## src/rtl/mul_seq_32b_pkg.sv

```systemverilog
// Shared definitions for the sequential 32x32 shift-and-add multiplier.
package mul_seq_32b_pkg;

  localparam int MUL_WIDTH = 32;
  localparam int MUL_STEPS = 32;

  // Control states: waiting for a request, iterating, presenting the result.
  typedef enum logic [1:0] {
    IDLE = 2'd0,
    RUN  = 2'd1,
    DONE = 2'd2
  } mul_state_e;

  // Step counter value on which the final iteration completes.
  function automatic logic [5:0] last_step();
    return 6'(MUL_STEPS - 1);
  endfunction

endpackage

```

## src/rtl/add_32b.sv

```systemverilog
// 32-bit unsigned adder with carry-out, used once per multiply step.
module add_32b
  import mul_seq_32b_pkg::*;
(
  input  logic [MUL_WIDTH-1:0] a,
  input  logic [MUL_WIDTH-1:0] b,
  output logic [MUL_WIDTH-1:0] sum,
  output logic                 cout
);

  // Zero-extend both operands so the top bit of the result is the carry.
  always_comb begin
    {cout, sum} = {1'b0, a} + {1'b0, b};
  end

endmodule

```

## src/rtl/mul_seq_32b.sv

```systemverilog
// Sequential unsigned multiplier: one shift-and-add step per clock,
// 34 cycles per operation including accept and result cycles.
module mul_seq_32b
  import mul_seq_32b_pkg::*;
#(
  parameter int WIDTH = 32
) (
  input  logic             clk,
  input  logic             rst,
  input  logic             start,
  input  logic [WIDTH-1:0] a,
  input  logic [WIDTH-1:0] b,
  output logic             busy,
  output logic             done,
  output logic [WIDTH-1:0] hi,
  output logic [WIDTH-1:0] lo
);

  mul_state_e           state_r;
  mul_state_e           state_nx_s;
  logic [MUL_WIDTH-1:0] mcand_r;
  logic [MUL_WIDTH-1:0] mplier_r;
  logic [MUL_WIDTH:0]   acc_r;
  logic [5:0]           cnt_r;
  logic [MUL_WIDTH-1:0] hi_r;
  logic [MUL_WIDTH-1:0] lo_r;
  logic                 done_r;
  logic                 busy_r;

  logic                 accept_s;
  logic                 last_s;
  logic [MUL_WIDTH-1:0] sum_s;
  logic                 cout_s;
  logic [MUL_WIDTH:0]   step_s;

  add_32b u_add (
    .a    (acc_r[MUL_WIDTH-1:0]),
    .b    (mcand_r),
    .sum  (sum_s),
    .cout (cout_s)
  );

  // Partial sum for this step: add the multiplicand only when the multiplier LSB is set.
  always_comb begin
    step_s = {acc_r[MUL_WIDTH], acc_r[MUL_WIDTH-1:0]};
    if (mplier_r[0]) begin
      step_s = {cout_s, sum_s};
    end else begin
      step_s = {acc_r[MUL_WIDTH], acc_r[MUL_WIDTH-1:0]};
    end
  end

  // Next-state decode plus accept / final-step strobes.
  always_comb begin
    state_nx_s = state_r;
    accept_s   = 1'b0;
    last_s     = 1'b0;
    case (state_r)
      IDLE: begin
        if (start) begin
          accept_s   = 1'b1;
          state_nx_s = RUN;
        end else begin
          state_nx_s = IDLE;
        end
      end
      RUN: begin
        if (cnt_r == last_step()) begin
          last_s     = 1'b1;
          state_nx_s = DONE;
        end else begin
          state_nx_s = RUN;
        end
      end
      DONE:    state_nx_s = IDLE;
      default: state_nx_s = IDLE;
    endcase
  end

  // State register.
  always_ff @(posedge clk) begin
    if (rst) begin
      state_r <= IDLE;
    end else begin
      state_r <= state_nx_s;
    end
  end

  // Datapath: load on accept, shift {carry, acc, mplier} right each RUN cycle,
  // capture the product into the output registers only on the final step.
  always_ff @(posedge clk) begin
    if (rst) begin
      mcand_r  <= 32'd0;
      mplier_r <= 32'd0;
      acc_r    <= 33'd0;
      cnt_r    <= 6'd0;
      hi_r     <= 32'd0;
      lo_r     <= 32'd0;
      done_r   <= 1'b0;
      busy_r   <= 1'b0;
    end else begin
      if (accept_s) begin
        mcand_r  <= a;
        mplier_r <= b;
        acc_r    <= 33'd0;
        cnt_r    <= 6'd0;
      end else if (state_r == RUN) begin
        acc_r    <= {1'b0, step_s[MUL_WIDTH:1]};
        mplier_r <= {step_s[0], mplier_r[MUL_WIDTH-1:1]};
        cnt_r    <= cnt_r + 6'd1;
      end
      if (last_s) begin
        hi_r <= step_s[MUL_WIDTH:1];
        lo_r <= {step_s[0], mplier_r[MUL_WIDTH-1:1]};
      end
      done_r <= last_s;
      busy_r <= (state_nx_s != IDLE);
    end
  end

  assign busy = busy_r;
  assign done = done_r;
  assign hi   = hi_r;
  assign lo   = lo_r;

endmodule
```

## config.mk

```make
export PLATFORM = sky130hd
export DESIGN_NAME = mul_seq_32b
export DESIGN_NICKNAME = d
export VERILOG_FILES = /design/src/rtl/mul_seq_32b_pkg.sv /design/src/rtl/add_32b.sv /design/src/rtl/mul_seq_32b.sv
export SDC_FILE = /design/constraint.sdc
export NUM_CORES = 1
export LEC_CHECK = 0
export CAP_MARGIN = 40
export CORE_UTILIZATION = 45
export DETAILED_ROUTE_END_ITERATION = 8
export GPL_ROUTABILITY_DRIVEN = 1
export GPL_TIMING_DRIVEN = 0
export PLACE_DENSITY = 0.73
export REMOVE_ABC_BUFFERS = 1
export SLEW_MARGIN = 25
export SYNTH_ARGS = -nofsm -noshare
export SYNTH_HDL_FRONTEND = slang
export SYNTH_HIERARCHICAL = 1
export SYNTH_SLANG_ARGS = --single-unit
```

## constraint.sdc

```tcl
create_clock -name clk -period 5.3 [get_ports clk]
set_clock_uncertainty 0.15 [all_clocks]
set_input_delay 1.06 -clock clk [delete_from_list [all_inputs] [get_ports clk]]
set_output_delay 1.06 -clock clk [all_outputs]
set_load 0.05 [all_outputs]
```

==> impl_metrics.toml, run 1 <==
[clocking]
clockBufferDepth = 2
numCtsBuffers = 17
worstSkewPairLatency_ns = 0.44
cts_tree = "done"
clkTransAtPathRegs_ns = 0.07
htreeDepth = 4
cts-resized-gates = 0
clock-root-buffer = "clkbuf_16"
cts_setup_buffers = 0
numClockSinks = 169
cts-hold-fix-buffers = 0

[die]
die_w_um = 137.1
dieArea_um2 = 18790
initial_core_util_pct = 45.86
pin_count = 133
die_height_um = 137.1
design.core.area_um2 = 17900
rows = 49

[placement]
place_congestion = 0.8518
port_buffers = 132
dp_slack_ns = 1.867
hpwl_um = 14370

[timing]
relSlewSlack_pct = 49.49
fin_setup_tns_ns = 0
setup_viol = 0
finalMaxSlewViolations = 0
worst_pin_slew_ns = 0.7568
fmax_mhz = 311.0
hold_viol_final = 0
rsz0062_at_grt = "no"
period_share_pct = 60.67
hold_ws_ns = 0.3137
fin_crit_ns = 3.215
fin_ws_ns = 2.085

[logic_synthesis]
synth_warnings = 6
syn-instance-count = 965
ys_seq_area_share_pct = 41.21
syn_avg_cell_area_um2 = 8.507
ys_types = 57
synthArstFlopShare_pct = 0
synth_edf_count = 0
synth_ff_type = "dfxtp_1"
yosys_register_bits = 169
synth_area_um2 = 8209

[drt]
post_drt_wl_per_cell_um = 16.47
drc = 0
dr.pass1.iters = 6
drt-total-wl_um = 21250
via_count = 7443
drt_iter0_drc = 566
antenna_left = 0
drt-vias-per-instance = 5.770

[global_route]
grt_pass1_wl_um = 34700
grt_usage_pct = 23.28
grt_max_degree = 79
grt_pass1_vias = 6958
globalRoute.totalOverflow = 0
antenna_found_initial = 1

[setup_path]
path_class = "flip-flop to flip-flop"
crit_path_end_kind = "flip-flop"
cp_slowest_stage_delay_ns = 0.42
cp_slowest_cell = "a221oi_2"
path_cells = "ha_1 -> fa_1 -> a21o_1 -> a221oi_2 -> o21a_4 -> o41a_4 -> o2111ai_4 -> a211oi_2 -> xnor2_1 -> mux2i_1 -> a211oi_1"
start_kind = "flip-flop"
cp_num_buf_inv = 0
crit_fanout = 3
cp.arrival_ns = 3.41
required_ns = 5.50
path_delay_family = "compound AO/OA/AOI/OAI gates"

[power]
p_leak_nw = 3.638
finalPower_mw = 2.953
ir_drop_uv = 229.7
p_per_area_nw_per_um2 = 288.6

[hold_path]
worstHoldPathType = "flip-flop to flip-flop"

[finish]
fillCellCount = 1648
drive_gt1_share_pct = 6.315
areaGrowthSynthToFinish_pct = 24.66
diodes = 0
nets = 1149
utilization_pct = 57.16

[outcome]
outcome = "complete, no violations"

[flow_run]
max-cap-violations = 0
-- worst paths after layout --
| check | to | from | cells after the start | slack [ns] |
|---|---|---|---|---|
| worst max-delay path | hi[29] | acc_r[0] | 11 | 2.08 |
| worst min-delay path | mcand_r[21] | mcand_r[21] | 2 | 0.31 |
| worst min register to register | mcand_r[21] | mcand_r[21] | 2 | 0.31 |
| worst max register to register | hi[29] | acc_r[0] | 11 | 2.08 |
-- registers in the layout, summed over array words and instances (netlist names) --
register	cells
acc_r	32
busy	1
cnt_r	6
hi	32
lo	32
mcand_r	32
mplier_r	32
state_r	2
-- through the flow --
stage | instances | area, um2
3_5_place_dp | 1257 | 9637
3_3_place_gp | 1245 | 9404
4_1_cts | 1289 | 10210
6_report | 1290 | 10230
5_1_grt | 1290 | 10230
2_1_floorplan | 884 | 7796
-- worst register-to-register path: cells and delay by family (launching register included) --
| kind | cells | cell delay, ns |
|---|---|---|
| AOI/OAI and AO/OA | 7 | 1.75 |
| xor gates and xnor gates | 1 | 0.14 |
| adders and majority gates | 2 | 0.65 |
| DFF | 1 | 0.32 |
| muxes | 1 | 0.11 |
-- cell usage in the layout, fill, tap and decap left out, types with 3 or more instances in the layout --
master,n
o21a_1,4
clkdlybuf4s50_1,131
inv_1,8
nor2b_1,3
and3_1,4
clkinvlp_4,4
nand4_1,8
xor2_1,11
o21ai_0,48
nand2_1,93
o21bai_1,3
a21o_1,8
buf_6,6
ha_1,33
or3_1,3
nor2_1,81
o211ai_1,3
clkbuf_16,17
nor3_1,9
a21oi_1,134
nand3_1,39
and2_1,3
mux2i_1,31
buf_12,3
a221oi_2,3
inv_6,5
xnor2_1,19
o22ai_1,32
buf_16,3
o21ai_1,7
a211oi_1,95
dfxtp_1,168
-- synthesized netlist by cell type, types with 4 or more instances --
| cell type | count | area, um2 |
|---|---|---|
| a211oi_1 | 95 | 713.2 |
| xor2_1 | 11 | 96.34 |
| o21a_1 | 4 | 30.03 |
| a21o_1 | 8 | 60.06 |
| o21ai_1 | 7 | 35.03 |
| a21oi_1 | 134 | 670.6 |
| clkbuf_1 | 33 | 123.9 |
| dfxtp_1 | 169 | 3383 |
| xnor2_1 | 19 | 166.4 |
| nand3_1 | 39 | 195.2 |
| o22ai_1 | 32 | 200.2 |
| nor3_1 | 9 | 45.04 |
| buf_2 | 38 | 190.2 |
| o21ai_0 | 48 | 240.2 |
| nand4_1 | 8 | 50.05 |
| nand2_1 | 93 | 349.1 |
| ha_1 | 33 | 412.9 |
| mux2i_1 | 31 | 310.3 |
| nor2_1 | 82 | 307.8 |
| and3_1 | 4 | 25.02 |
| inv_1 | 8 | 30.03 |
-- layout make-up --
| cell class | count | area (um2) | share of cell area (%) |
|---|---|---|---|
| Sequential cell | 169 | 3387 | 33.10 |
| Timing Repair Buffer | 145 | 1551 | 15.16 |
| Clock buffer | 18 | 439.2 | 4.291 |
| Inverter | 8 | 30.03 | 0.2934 |
| Multi-Input combinational cell | 707 | 4409 | 43.09 |
| Clock inverter | 14 | 130.1 | 1.272 |
| Tap cell | 229 | 286.5 | 2.800 |
-- logic make-up (layout without fill, tap and decap cells) --
family / after synthesis / count (layout) / share of synthesized area [%]
mux: 32 / 32 / 3.917
flops: 169 / 169 / 41.21
fa+ha+maj: 34 / 34 / 5.274
compound gates: 352 / 352 / 26.92
simple gates: 259 / 259 / 14.08
buf+inv: 89 / 185 / 5.395
xor+xnor: 30 / 30 / 3.201
-- power breakdown --
part	internal (mW)	switching, mW
logic	0.168	0.201
registers	1.33	0.0541
clock network	0.630	0.575
total	2.12	0.830
-- layer usage --
metal	GRT usage, %	up-vias	routed length [um]
li1	-	3689	-
met1	30.14	3498	9672
met2	38.10	217	10040
met3	4.926	37	1074
met4	8.181	2	457
met5	0	-	11
No activity file was read; power rests on OpenSTA's default activity.
==> inputs of run 2 (changes only) <==
PLACE_DENSITY = 0.76   (was 0.73)
clock period = 2.8 ns   (was 5.3 ns; I/O delays follow)
==> impl_metrics.toml, run 2 (synthesis gave the netlist of run 1 again) <==
[outcome]
outcome = "complete, but fails checks"
violations = "negative setup slack"

[power]
switching_power_mw = 1.629
ir_drop_uv = 496.6
p_leak_nw = 3.854
comb_power_share_pct = 14.0
p_per_area_nw_per_um2 = 527.7
clock_power_share_pct = 40.8
seqPwrFrac_pct = 45.2
finalPower_mw = 5.779
internal_power_mw = 4.151
netSwitchingFraction_pct = 28.18

[setup_path]
cp.arrival_ns = 3.03
rr_endpoint = "acc_r[23]"
r2r_slack_ns = -0.09
crit_path_end_kind = "flip-flop"
path_class = "flip-flop to flip-flop"
worstSetupEndpoint = "acc_r[23]"
start_kind = "flip-flop"
rr_startpoint = "acc_r[0]"
crit_fanout = 5
required_ns = 2.94
reg2reg_depth = 11
startpoint = "acc_r[0]"

[placement]
hpwl_um = 14650
placed_area_um2 = 9693
place_congestion = 0.8546
port_buffers = 132
dp_slack_ns = -0.4091

[drt]
drt_iter0_drc = 514
via_count = 7720
drt-vias-per-instance = 5.857
drc = 0
antenna_left = 0
dr.pass1.iters = 6
post_drt_wl_per_cell_um = 17.25
drt-total-wl_um = 22740

[die]
initial_core_util_pct = 45.86
pin_count = 133
dieArea_um2 = 18790
design.core.area_um2 = 17900
die_w_um = 137.1
rows = 49
die_height_um = 137.1

[clocking]
clockBufferDepth = 2
numCtsBuffers = 17
clkTransAtPathRegs_ns = 0.07
numClockSinks = 169
clock-root-buffer = "clkbuf_16"
cts-hold-fix-buffers = 0
worstSkewPairLatency_ns = 0.42
htreeDepth = 4
cts_tree = "done"

[timing]
finalMaxSlewViolations = 0
hold_viol_final = 0
fin_ws_ns = -0.09438
worst_pin_slew_ns = 0.7577
relSlewSlack_pct = 49.49
hold_ws_ns = 0.3136
fmax_mhz = 345.5
setup_viol = 15
period_share_pct = 103.4
rsz0062_at_grt = "yes"
fin_crit_ns = 2.894

[finish]
diodes = 0
final_cell_mix = "dfxtp_1, clkdlybuf4s50_1, a21oi_1, nand2_1, a211oi_1"
finalInstanceArea_um2 = 10950
final_common_cell = "dfxtp_1"
nets = 1177
areaGrowthSynthToFinish_pct = 33.41
fillCellCount = 1526
drive_gt1_share_pct = 15.70

[global_route]
antenna_found_initial = 0
grt_max_degree = 84
grt_usage_pct = 23.91
globalRoute.totalOverflow = 0
grt_pass1_vias = 7174
grt_pass1_wl_um = 35580

[hold_path]
min_from = "mcand_r[5]"
worstHoldPathType = "flip-flop to flip-flop"

[flow_run]
max-cap-violations = 0
-- run 2: cell count changes in the layout (fill, tap and decap cells not counted), sizes merged --
cell | previous run | this run
buf | 14 | 42
bufinv | 0 | 1
clkbuf | 18 | 17
inv | 15 | 17
clkinv | 3 | 1
-- run 2: layout make-up --
type / instances / area [um2] / share of cell area [%]
Multi-Input combinational cell: 707 / 4830 / 44.10
Sequential cell: 169 / 3412 / 31.15
Timing Repair Buffer: 173 / 1813 / 16.55
Clock buffer: 17 / 425.4 / 3.884
Tap cell: 229 / 286.5 / 2.616
Clock inverter: 15 / 155.1 / 1.417
Inverter: 8 / 30.03 / 0.2742
-- run 2: worst min-delay path by stage --
stage                       to  slack, ns  cells after the start
floorplan           mcand_r[0]       0.28                      2
global placement    mcand_r[0]       0.30                      2
detailed placement  mcand_r[0]       0.30                      2
CTS                 mcand_r[8]       0.32                      2
global route        mcand_r[5]       0.34                      2
finish              mcand_r[5]       0.31                      2
-- run 2: repair_timing --
action / 4_1_cts / 5_1_grt
endpoints found under the setup margin: 30 / 38
endpoints found under the hold margin: 0 / 0
buffers inserted: 13 / 14
pin swaps: 28 / 33
gates resized for setup: 29 / 74
gates cloned: 0 / 0
-- run 2: layer usage --
layer	vias up	wire length, um	GRT usage (%)	share of wire [%]
met5	-	0	0	0
met4	0	185	6.044	0.81
met3	25	1326	4.778	5.8
met2	273	11210	41.47	49
met1	3682	10020	30.10	44
li1	3740	-	-	-
-- run 2: power by group through the flow --
stage / clock network (mW) / registers [mW] / logic, mW
after floorplan: 0 / 2.64 / 0.435
after detailed placement: 0 / 2.65 / 0.717
after CTS: 2.39 / 2.60 / 0.741
after global placement: 0 / 2.66 / 0.672
after global routing: 2.49 / 2.62 / 0.886
final: 2.36 / 2.61 / 0.809
-- run 2: critical path, stage by stage (launching register included) --
cell and delay [ns]:
dfxtp_2 0.34, ha_4 0.17, fa_2 0.35, a21o_1 0.21, a221oi_4 0.37, o211ai_1 0.14, o21bai_4 0.23, a21oi_2 0.17
o21ai_1 0.11, xor2_1 0.16, mux2i_1 0.25, a211oi_1 0.11
-- run 2: stage by stage --
step,TNS (ns),cells,utilization (%)
floorplan,-3.217,884,-
global placement,-390.31,1245,52.53
detailed placement,-7.584,1259,54.14
CTS,-0.06634,1304,58.72
global route,-3.144,1318,61.18
finish,-0.8172,1318,61.18
==> inputs of run 3 (changes only) <==
CAP_MARGIN = 5   (was 40)
==> impl_metrics.toml, run 3 (synthesis gave the netlist of run 1 again) <==
[drt]
drt-vias-per-instance = 5.832
via_count = 7658
antenna_left = 0
drt-total-wl_um = 22770
dr.pass1.iters = 5
drt_iter0_drc = 535
drc = 0
post_drt_wl_per_cell_um = 17.34

[placement]
hpwl_um = 14410
dp_slack_ns = -0.3771
place_congestion = 0.8546
port_buffers = 132
placed_area_um2 = 9651

[timing]
hold_ws_ns = 0.3164
setup_viol = 18
fmax_mhz = 344.3
fin_ws_ns = -0.1044
fin_setup_tns_ns = -0.9982
rsz0062_at_grt = "yes"
worst_pin_slew_ns = 1.029
hold_viol_final = 0
relSlewSlack_pct = 31.34
period_share_pct = 103.7
fin_crit_ns = 2.904
finalMaxSlewViolations = 0

[finish]
regArea_um2 = 3396
finalInstanceArea_um2 = 10920
multi_input_area_um2 = 4808
diodes = 0
final_cell_mix = "dfxtp_1, clkdlybuf4s50_1, a21oi_1, nand2_1, a211oi_1"
fillCellCount = 1529
nets = 1172
final_common_cell = "dfxtp_1"
areaGrowthSynthToFinish_pct = 33.07
drive_gt1_share_pct = 13.93

[clocking]
cts_tree = "done"
cts-hold-fix-buffers = 0
numClockSinks = 169
clockBufferDepth = 2
clock-root-buffer = "clkbuf_16"
htreeDepth = 4
worstSkewPairLatency_ns = 0.43
numCtsBuffers = 17
clkTransAtPathRegs_ns = 0.07

[global_route]
grt_pass1_vias = 7143
globalRoute.totalOverflow = 0
grt_pass1_wl_um = 35620
grt_max_degree = 84
grt_usage_pct = 23.87
antenna_found_initial = 0

[die]
initial_core_util_pct = 45.86
rows = 49
design.core.area_um2 = 17900
dieArea_um2 = 18790
die_height_um = 137.1
die_w_um = 137.1
pin_count = 133

[setup_path]
cp_slowest_cell = "a221oi_4"
required_ns = 2.95
start_kind = "flip-flop"
crit_path_end_kind = "flip-flop"
cp_slowest_stage_delay_ns = 0.38
cp_num_buf_inv = 0
path_class = "flip-flop to flip-flop"
path_delay_family = "compound AO/OA/AOI/OAI gates"
cp.arrival_ns = 3.05
crit_fanout = 5
path_cells = "ha_4 -> fa_2 -> a21o_1 -> a221oi_4 -> o211ai_1 -> o21bai_4 -> a21oi_2 -> o21ai_2 -> xor2_1 -> mux2i_2 -> a211oi_2"

[flow_run]
max-cap-violations = 0

[power]
ir_drop_uv = 589.9
finalPower_mw = 6.102
p_per_area_nw_per_um2 = 558.6
p_leak_nw = 3.869

[outcome]
violations = "negative setup slack"
outcome = "complete, but fails checks"

[hold_path]
worstHoldPathType = "flip-flop to flip-flop"
[run 3: changes by cell type in the layout (fill, tap and decap cells not counted), sizes merged]
cell	change
buf	-5
bufinv	+4
clkbuf	+1
clkinv	+3
clkinvlp	-3
inv	-5
[run 3: final cells by class]
type / count / area share [%]
multi-input combinational: 707 / 44.02
clock buffer: 18 / 4.020
timing repair buffer: 168 / 15.85
clock inverter: 14 / 2.130
sequential: 169 / 31.08
tap: 229 / 2.623
inverter: 8 / 0.2749
[run 3: final timing paths]
path	from	endpoint	slack, ns	depth (start not counted)
worst max-delay path	mcand_r[0]	acc_r[23]	-0.10	11
worst min-delay path	mcand_r[28]	mcand_r[28]	0.32	2
worst max register to register	mcand_r[0]	acc_r[23]	-0.10	11
worst min register to register	mcand_r[28]	mcand_r[28]	0.32	2
[run 3: through the flow]
step,utilization (%),std cells
floorplan,-,884
global route,61.02,1313
detailed placement,53.91,1257
global placement,52.53,1245
CTS,59.00,1300
finish,61.02,1313
[run 3: power breakdown]
| part | switching, mW | leakage [nW] | internal (mW) |
|---|---|---|---|
| clock network | 1.07 | 0.326 | 1.63 |
| logic | 0.423 | 2.16 | 0.366 |
| registers | 0.103 | 1.38 | 2.51 |
| total | 1.59 | 3.87 | 4.51 |
[run 3: worst min-delay path: cells and delay by family (launching register included)]
kind	cells	cell delay, ns
flops	1	0.31
simple gates	1	0.05
compound gates	1	0.05
[run 3: metal layers]
layer | global-route usage [%] | wire (um)
met1 | 30.50 | 10070
met4 | 6.105 | 295
met2 | 40.94 | 11140
met3 | 4.630 | 1269
met5 | 0 | 0
[run 3: repair_timing]
action / CTS / global route
resized for setup: 32 / 51
setup buffers: 11 / 13
endpoints found under the setup margin: 32 / 30
pin swaps: 27 / 35
